## config.mk

```make
export PLATFORM = sky130hd
export DESIGN_NAME = matrix_scalar_engine
export DESIGN_NICKNAME = d
export VERILOG_FILES = /design/src/rtl/matrix_scalar_engine.sv
export SDC_FILE = /design/constraint.sdc
export NUM_CORES = 1
export LEC_CHECK = 0
export ABC_AREA = 1
export ABC_CLOCK_PERIOD_IN_PS = 4800
export CAP_MARGIN = 5
export CORE_ASPECT_RATIO = 1.1
export CORE_UTILIZATION = 30
export DETAILED_ROUTE_END_ITERATION = 10
export SLEW_MARGIN = 20
export SYNTH_ARGS = -nofsm -noshare
export SYNTH_HDL_FRONTEND = slang
export SYNTH_SLANG_ARGS = --single-unit
```

## constraint.sdc

```tcl
create_clock -name clk -period 4.8 [get_ports clk]
set_clock_uncertainty 0.1 [all_clocks]
set_input_delay 0.96 -clock clk [delete_from_list [all_inputs] [get_ports clk]]
set_output_delay 0.96 -clock clk [all_outputs]
set_load 0.02 [all_outputs]
```

## src/rtl/matrix_scalar_engine.sv

```systemverilog
// Multiplies an m x n sub-matrix by an unsigned scalar, one element per clock,
// with selectable wrap or saturate on products wider than ELEM_W.
//
// state | meaning
// IDLE  | waiting for start; outputs hold the previous result
// RUN   | one element (row_q, col_q) written per cycle, row-major
// DONE  | single-cycle done pulse, then back to IDLE
module matrix_scalar_engine #(
   parameter int MAX_DIM  = 5,
   parameter int ELEM_W   = 8,
   parameter int SCALAR_W = 4,
   localparam int DIM_W   = $clog2(MAX_DIM + 1),
   localparam int MAT_W   = MAX_DIM * MAX_DIM * ELEM_W
) (
   input  logic                clk,
   input  logic                reset,
   input  logic                start,
   input  logic [DIM_W-1:0]    m,
   input  logic [DIM_W-1:0]    n,
   input  logic [SCALAR_W-1:0] scalar,
   input  logic                sat_en,
   input  logic [MAT_W-1:0]    matrix_in,
   output logic [MAT_W-1:0]    matrix_out,
   output logic                busy,
   output logic                done,
   output logic                err,
   output logic                overflow
);

   localparam int NUM_EL = MAX_DIM * MAX_DIM;
   localparam int IDX_W  = (NUM_EL > 1) ? $clog2(NUM_EL) : 1;
   localparam int PROD_W = ELEM_W + SCALAR_W;

   typedef enum logic [1:0] {
      IDLE = 2'd0,
      RUN  = 2'd1,
      DONE = 2'd2
   } state_t;

   state_t              state;
   logic [DIM_W-1:0]    m_q;
   logic [DIM_W-1:0]    n_q;
   logic [DIM_W-1:0]    row_q;
   logic [DIM_W-1:0]    col_q;
   logic [SCALAR_W-1:0] scalar_q;
   logic                sat_q;
   logic [MAT_W-1:0]    mat_q;
   logic [ELEM_W-1:0]   out_q [NUM_EL];
   logic [ELEM_W-1:0]   mat_elem [NUM_EL];

   logic                dim_bad;
   logic [IDX_W-1:0]    idx;
   logic [ELEM_W-1:0]   cur_elem;
   logic [PROD_W-1:0]   prod;
   logic                prod_ovf;
   logic [ELEM_W-1:0]   result;
   logic                last_col;
   logic                last_elem;

   for (genvar g = 0; g < NUM_EL; g++) begin : g_el
      assign mat_elem[g]                      = mat_q[g*ELEM_W +: ELEM_W];
      assign matrix_out[g*ELEM_W +: ELEM_W]   = out_q[g];
   end

   always_comb begin
      dim_bad   = (m == '0) || (n == '0) ||
                  (m > DIM_W'(MAX_DIM)) || (n > DIM_W'(MAX_DIM));
      idx       = IDX_W'(row_q) * IDX_W'(MAX_DIM) + IDX_W'(col_q);
      cur_elem  = mat_elem[idx];
      prod      = PROD_W'(cur_elem) * PROD_W'(scalar_q);
      prod_ovf  = |prod[PROD_W-1:ELEM_W];
      // Saturate clamps to all-ones; wrap keeps the low bits either way.
      result    = (sat_q && prod_ovf) ? '1 : prod[ELEM_W-1:0];
      last_col  = (col_q == n_q - DIM_W'(1));
      last_elem = last_col && (row_q == m_q - DIM_W'(1));
   end

   always_ff @(posedge clk) begin
      if (reset) begin
         state    <= IDLE;
         m_q      <= '0;
         n_q      <= '0;
         row_q    <= '0;
         col_q    <= '0;
         scalar_q <= '0;
         sat_q    <= 1'b0;
         mat_q    <= '0;
         busy     <= 1'b0;
         done     <= 1'b0;
         err      <= 1'b0;
         overflow <= 1'b0;
         for (int k = 0; k < NUM_EL; k++) out_q[k] <= '0;
      end else begin
         case (state)
            IDLE: begin
               done <= 1'b0;
               if (start) begin
                  m_q      <= m;
                  n_q      <= n;
                  scalar_q <= scalar;
                  sat_q    <= sat_en;
                  mat_q    <= matrix_in;
                  row_q    <= '0;
                  col_q    <= '0;
                  overflow <= 1'b0;
                  err      <= dim_bad;
                  for (int k = 0; k < NUM_EL; k++) out_q[k] <= '0;
                  if (dim_bad) begin
                     state <= DONE;
                     done  <= 1'b1;
                  end else begin
                     state <= RUN;
                     busy  <= 1'b1;
                  end
               end
            end
            RUN: begin
               out_q[idx] <= result;
               if (prod_ovf) overflow <= 1'b1;
               if (last_elem) begin
                  state <= DONE;
                  busy  <= 1'b0;
                  done  <= 1'b1;
               end else if (last_col) begin
                  col_q <= '0;
                  row_q <= row_q + DIM_W'(1);
               end else begin
                  col_q <= col_q + DIM_W'(1);
               end
            end
            DONE: begin
               done  <= 1'b0;
               state <= IDLE;
            end
            default: begin
               state <= IDLE;
               busy  <= 1'b0;
               done  <= 1'b0;
            end
         endcase
      end
   end

endmodule

```

==> impl_metrics.json, run 1 <==
{
  "status": "finished, violations left",
  "violations": "setup timing",
  "avgSynthCellArea_um2": 8.75,
  "r2r_setup_slack_ns": -0.56,
  "synth_cell_types": 33,
  "p_clk_frac": 0.335,
  "insertion_delay_ns": 0.56,
  "seqPwrFrac": 0.403,
  "ys_warn_count": 0,
  "die_x_um": 240,
  "tightestPinTransition_ns": 1.00,
  "cellPowerDensity_mw_per_mm2": 380,
  "seqCellArea_mm2": 0.0105,
  "p_comb_frac": 0.262,
  "endpoint_kind": "flop",
  "ys_seq_area_frac": 0.561,
  "avgViaCountPerCell": 4.84,
  "swShare": 0.306,
  "min_path_type": "flop to flop",
  "netlist_area_mm2": 0.0187,
  "fin_crit_ns": 5.36,
  "grt.overflow.total": 0,
  "antenna_found_initial": 3,
  "drtIter0Drc": 1240,
  "p_leak_uw": 0.0105,
  "layout-drive-gt1-share": 0.146,
  "reg2regPathDepth": 29,
  "peakVddDrop_v": 0.000221,
  "synthCells": 2135,
  "die_height_um": 264,
  "reg2reg_to": "out_q[1][0]",
  "slew_viol_final": 0,
  "cts_buffers": 44,
  "internal-power_uw": 7160,
  "vias": 16800,
  "total_power_uw": 10300,
  "cp-endpoint": "out_q[1][0]",
  "maxCapViolations": 0,
  "port_buffers": 417,
  "r2r-start": "row_q[0]",
  "cp.arrival_ns": 5.55,
  "final_cell_mix": "424 x nand2_1, 417 x clkdlybuf4s50_1, 239 x inv_1, 237 x nand3_1, 221 x dfxtp_1",
  "drt-pass1-iter-count": 5,
  "rsz0062_at_grt": "true",
  "root_buffer": "clkbuf_16",
  "crit_path_start": "row_q[0]",
  "wire_per_inst_um": 18.5,
  "clk_pin_slew_ns": 0.07,
  "fillCellCount": 5865,
  "grt_pass1_wl_um": 96500,
  "hpwl_um": 45400,
  "fin_ws_ns": -0.561,
  "multi_input_area_mm2": 0.00716,
  "globalRouteTotalUtil": 0.198,
  "core_mm2": 0.0613,
  "worst_path_most_repeated_cell": "nand2_1",
  "first_global_vias": 16500,
  "synthTopCellsByArea": "edfxtp_1 32%, dfxtp_1 24%, nand2_1 9.3%, nand3_1 6.7%, a21oi_1 5.8%",
  "yosys.area.top_type_share": 0.322,
  "ant_nets": 0,
  "dieArea_mm2": 0.0632,
  "place_ws_ns": -0.689,
  "row_count": 95,
  "syn-num-nets": 2390,
  "synth_top_area_cell": "edfxtp_1",
  "wl_um": 64200,
  "slew_headroom": 0.332,
  "cp_slowest_cell": "fa_2",
  "n_antenna_cell": 0,
  "cp.required_ns": 4.99,
  "fmax_mhz": 187,
  "cts_tree": "yes",
  "io_pins": 418,
  "postLayoutCoreUtil": 0.443,
  "fin_nets": 2876,
  "cts.sinks": 423,
  "slowest_delay_ns": 0.66,
  "grt_start_max_net_pins": 214,
  "routabilityCongestion": 0.895,
  "hold_buffers": 0,
  "post-route-drc-count": 0,
  "cp_max_fo": 7,
  "path_class": "flop to flop",
  "cts_buffer_depth": 3,
  "switchingPower_uw": 3160,
  "area_delta_synth_final_pct": 45.5,
  "final_common_cell": "nand2_1",
  "cts_max_level": 2,
  "startpoint_type": "flop",
  "setup_viol": 200,
  "start_util": 0.304,
  "hold_violations": 0,
  "synth_seq_cells": 423,
  "finalCritPeriodShare": 1.12
}
-- cell families (layout without fill, tap and decap cells) --
kind of cell / count (synthesis) / after routing / share of synthesized area
xor gates and xnor gates: 10 / 10 / 0.00469
and+or+nand+nor: 830 / 830 / 0.193
adders and majority gates: 41 / 41 / 0.0327
AOI/OAI and AO/OA: 438 / 438 / 0.118
DFF: 423 / 423 / 0.561
buffers and inverters: 393 / 910 / 0.0906
-- metrics by stage --
stage	std cells	hold WS, ns	cell area, um^2	TNS, ns
after floorplan	2135	0.314	18800	-8.48
after global placement	3359	0.340	24500	-110.07
after detailed placement	3359	0.333	24500	-121.77
after global routing	3476	0.368	27200	-146.50
final	3476	0.350	27200	-102.34
after CTS	3462	0.351	26600	-98.74
-- how the worst min path moves through the flow --
stage / startpoint / end / slack (ns) / cells past startpoint
after CTS: mat_q[8] / mat_q[8] / 0.35 / 2
after floorplan: mat_q[144] / mat_q[144] / 0.31 / 2
after global placement: mat_q[8] / mat_q[8] / 0.34 / 2
after detailed placement: mat_q[8] / mat_q[8] / 0.33 / 2
final: mat_q[49] / mat_q[49] / 0.35 / 2
after global routing: mat_q[8] / mat_q[8] / 0.37 / 2
-- cells in the mapped netlist --
master,instances
nand2_1,462
nand3_1,250
inv_1,246
dfxtp_1,223
a21oi_1,218
o21ai_0,212
edfxtp_1,200
clkbuf_1,80
nor2_1,60
nand4_1,41
ha_1,28
buf_6,24
buf_2,21
fa_1,13
buf_1,10
inv_2,9
xor2_1,7
nand2_2,4
nor2_2,4
o22ai_1,4
o21ai_1,3
xnor2_1,3
buf_4,2
or2_2,2
inv_4,1
nand2_4,1
nand3_2,1
nand3_4,1
nand3b_1,1
nor2_4,1
nor2_8,1
nor3_1,1
o21bai_1,1
-- flip-flops by register name, indices dropped and copies added (netlist names) --
| signal | count |
|---|---|
| done | 1 |
| scalar_q | 4 |
| mat_q | 200 |
| busy | 1 |
| row_q | 3 |
| sat_q | 1 |
| col_q | 3 |
| out_q | 200 |
| m_q | 3 |
| overflow | 1 |
| n_q | 3 |
| state | 2 |
| err | 1 |
-- power groups by stage --
stage	clock, uW	combinational (uW)	sequential, uW
final	3460	2710	4160
after global routing	3670	2910	4180
after global placement	0	2440	4240
after CTS	3530	2580	4160
after detailed placement	0	2450	4240
after floorplan	0	1080	4370
-- per-layer routing --
metal	part of all wire	GRT usage	vias up
li1	-	-	8080
met1	0.41	0.246	7942
met2	0.50	0.348	686
met3	0.069	0.0330	94
met4	0.027	0.0577	6
met5	0.00056	0	-
-- final cells by class --
type,instances,share of cell area
clock buffers,55,0.0451
clock inverters,22,0.00843
inverters,256,0.0360
multi-input cells,1319,0.264
flip-flops and latches,423,0.386
well taps,824,0.0380
repair buffers,577,0.223
-- critical path, delay by kind of cell (launching register included) --
family,cells,cell delay [ns]
flip-flops,1,0.36
buffers and inverters,7,0.76
AND/OR/NAND/NOR,15,1.17
AO/OA/AOI/OAI,1,0.05
adder cells (fa/ha/maj),6,2.63
-- what timing repair did --
| item | CTS | global route |
|---|---|---|
| setup buffers | 15 | 7 |
| pin swaps | 22 | 43 |
| endpoints found under the setup margin | 201 | 201 |
| gates resized for setup | 47 | 102 |
| cloned | 11 | 7 |
No activity file was read; power rests on OpenSTA's default activity.
==> run 2: changes to the inputs <==
--- a/config.mk
+++ b/config.mk
@@ -6,11 +6,15 @@
 export NUM_CORES = 1
 export LEC_CHECK = 0
 export ABC_AREA = 1
-export ABC_CLOCK_PERIOD_IN_PS = 4800
+export ABC_CLOCK_PERIOD_IN_PS = 5100
 export CAP_MARGIN = 5
+export CELL_PAD_IN_SITES_DETAIL_PLACEMENT = 2
+export CELL_PAD_IN_SITES_GLOBAL_PLACEMENT = 2
 export CORE_ASPECT_RATIO = 1.1
 export CORE_UTILIZATION = 30
 export DETAILED_ROUTE_END_ITERATION = 10
+export PLACE_DENSITY_LB_ADDON = 0.1
+export REMOVE_ABC_BUFFERS = 1
 export SLEW_MARGIN = 20
 export SYNTH_ARGS = -nofsm -noshare
 export SYNTH_HDL_FRONTEND = slang
==> constraint.sdc (replaced) <==
create_clock -name clk -period 5.1 [get_ports clk]
set_clock_uncertainty 0.1 [all_clocks]
set_input_delay 1.02 -clock clk [delete_from_list [all_inputs] [get_ports clk]]
set_output_delay 1.02 -clock clk [all_outputs]
set_load 0.02 [all_outputs]
==> run 2 against run 1 <==
Net effect: non-clock buffer count rose by 22; critical path type unchanged; highest routed layer unchanged; the run still ends with setup timing left; die area did not move; cell count rose by 0.98%; critical endpoint is now out_q[20][3]; largest cell class unchanged; global-route usage rose by 4.3 points; flip-flop and latch count did not move; core utilization rose by 1.1 points.
==> impl_metrics.json, run 2 (synthesis gave the netlist of run 1 again) <==
{
  "fillCellCount": 6591,
  "n_antenna_cell": 0,
  "slew_headroom": 0.200,
  "layout-drive-gt1-share": 0.166,
  "p_leak_uw": 0.0108,
  "wl_um": 78300,
  "die_x_um": 240,
  "status": "finished, violations left",
  "top_regs": "mat_q (200), out_q (200), scalar_q (4)",
  "insertion_delay_ns": 0.61,
  "violations": "setup timing",
  "port_buffers": 417,
  "cp_slowest_cell": "fa_2",
  "p_comb_frac": 0.270,
  "cp.buffers_inverters": 9,
  "dp.cells": 3366,
  "area_delta_synth_final_pct": 49.1,
  "ant_nets": 0,
  "min_path_type": "flop to flop",
  "cellPowerDensity_mw_per_mm2": 374,
  "switchingPower_uw": 3270,
  "maxCapViolations": 0,
  "cp.required_ns": 5.42,
  "rsz0062_at_grt": "true",
  "cts_tree": "yes",
  "wire_per_inst_um": 22.3,
  "vias": 17400,
  "post-route-drc-count": 0,
  "die_height_um": 264,
  "io_pins": 418,
  "dieArea_mm2": 0.0632,
  "fin_nets": 2902,
  "start_util": 0.304,
  "place_ws_ns": -0.727,
  "cts.sinks": 423,
  "setup_viol": 201,
  "internal-power_uw": 7130,
  "antenna_found_initial": 4,
  "peakVddDrop_v": 0.000196,
  "fin_ws_ns": -0.442,
  "endpoint_kind": "flop",
  "seqPwrFrac": 0.379,
  "startpoint_type": "flop",
  "grt_start_max_net_pins": 214,
  "core_mm2": 0.0613,
  "stdcell_count": 3510,
  "grt.overflow.total": 0,
  "final_common_cell": "nand2_1",
  "slowest_delay_ns": 0.56,
  "final_cell_mix": "421 x nand2_1, 417 x clkdlybuf4s50_1, 240 x nand3_1, 238 x inv_1, 219 x dfxtp_1",
  "routabilityCongestion": 0.817,
  "cts_buffer_depth": 3,
  "cp_top_family": "adder cells",
  "hpwl_um": 52500,
  "worst_path_most_repeated_cell": "nand2_2",
  "swShare": 0.315,
  "clk_pin_slew_ns": 0.07,
  "globalRouteTotalUtil": 0.241,
  "postLayoutCoreUtil": 0.454,
  "row_count": 95,
  "total_power_uw": 10400,
  "cp_max_fo": 9,
  "fmax_mhz": 180,
  "path_class": "flop to flop",
  "first_global_vias": 19200,
  "slew_viol_final": 0,
  "grt_pass1_wl_um": 116000,
  "finalCritPeriodShare": 1.09,
  "drtIter0Drc": 818,
  "avgViaCountPerCell": 4.97,
  "root_buffer": "clkbuf_16",
  "hold_violations": 0,
  "cp.arrival_ns": 5.86,
  "drt-pass1-iter-count": 7,
  "fin_crit_ns": 5.54,
  "cts_buffers": 47,
  "p_clk_frac": 0.351,
  "cts_max_level": 2,
  "tightestPinTransition_ns": 1.20
}
-- run 2: power groups by stage --
stage          Clock (uW)  Sequential [uW]  Combinational, uW
2_1_floorplan           0             4110                906
3_3_place_gp            0             4000               2310
3_5_place_dp            0             4010               2370
4_1_cts              3720             3940               2700
5_1_grt              3840             3960               3020
6_report             3650             3940               2810
-- run 2: through the flow --
| stage | hold slack [ns] | TNS [ns] | instance area (um^2) |
|---|---|---|---|
| floorplan | 0.314 | -1470.38 | 17900 |
| global placement | 0.334 | -86.62 | 24500 |
| detailed placement | 0.348 | -130.51 | 24500 |
| CTS | 0.361 | -63.60 | 27400 |
| global route | 0.379 | -119.30 | 27800 |
| finish | 0.357 | -77.33 | 27800 |
-- run 2: metal layers --
layer,up-vias,track usage,share of wire
li1,8140,-,-
met1,8730,0.283,0.41
met2,454,0.438,0.52
met3,116,0.0406,0.046
met4,8,0.0814,0.029
met5,-,0,0.00057
-- run 2: final timing paths --
path	depth (start not counted)	slack (ns)	from	to
max	32	-0.44	row_q[2]	out_q[20][3]
max reg2reg	32	-0.44	row_q[2]	out_q[20][3]
min reg2reg	2	0.36	mat_q[136]	mat_q[136]
min	2	0.36	mat_q[136]	mat_q[136]
-- run 2: layout make-up --
cell class,count,area (um^2),share of cell area
multi-input cells,1320,7300,0.262
well taps,824,1030,0.0370
clock inverters,21,273,0.00980
clock buffers,67,1380,0.0496
repair buffers,599,6390,0.230
flip-flops and latches,423,10500,0.376
inverters,256,986,0.0354
-- run 2: worst reg2reg max path, delay by kind of cell (launching register included) --
kind,cells,cell delay (ns)
buffers and inverters,9,0.97
adder cells (fa/ha/maj),6,2.49
flip-flops,1,0.34
AND/OR/NAND/NOR,15,1.27
AO/OA/AOI/OAI,2,0.21
-- run 2: timing repair --
item	CTS	global route
buffers inserted	32	6
pin swaps	38	12
endpoints found under the setup margin	201	201
cloned	15	6
hold buffers	0	0
resized for setup	140	82
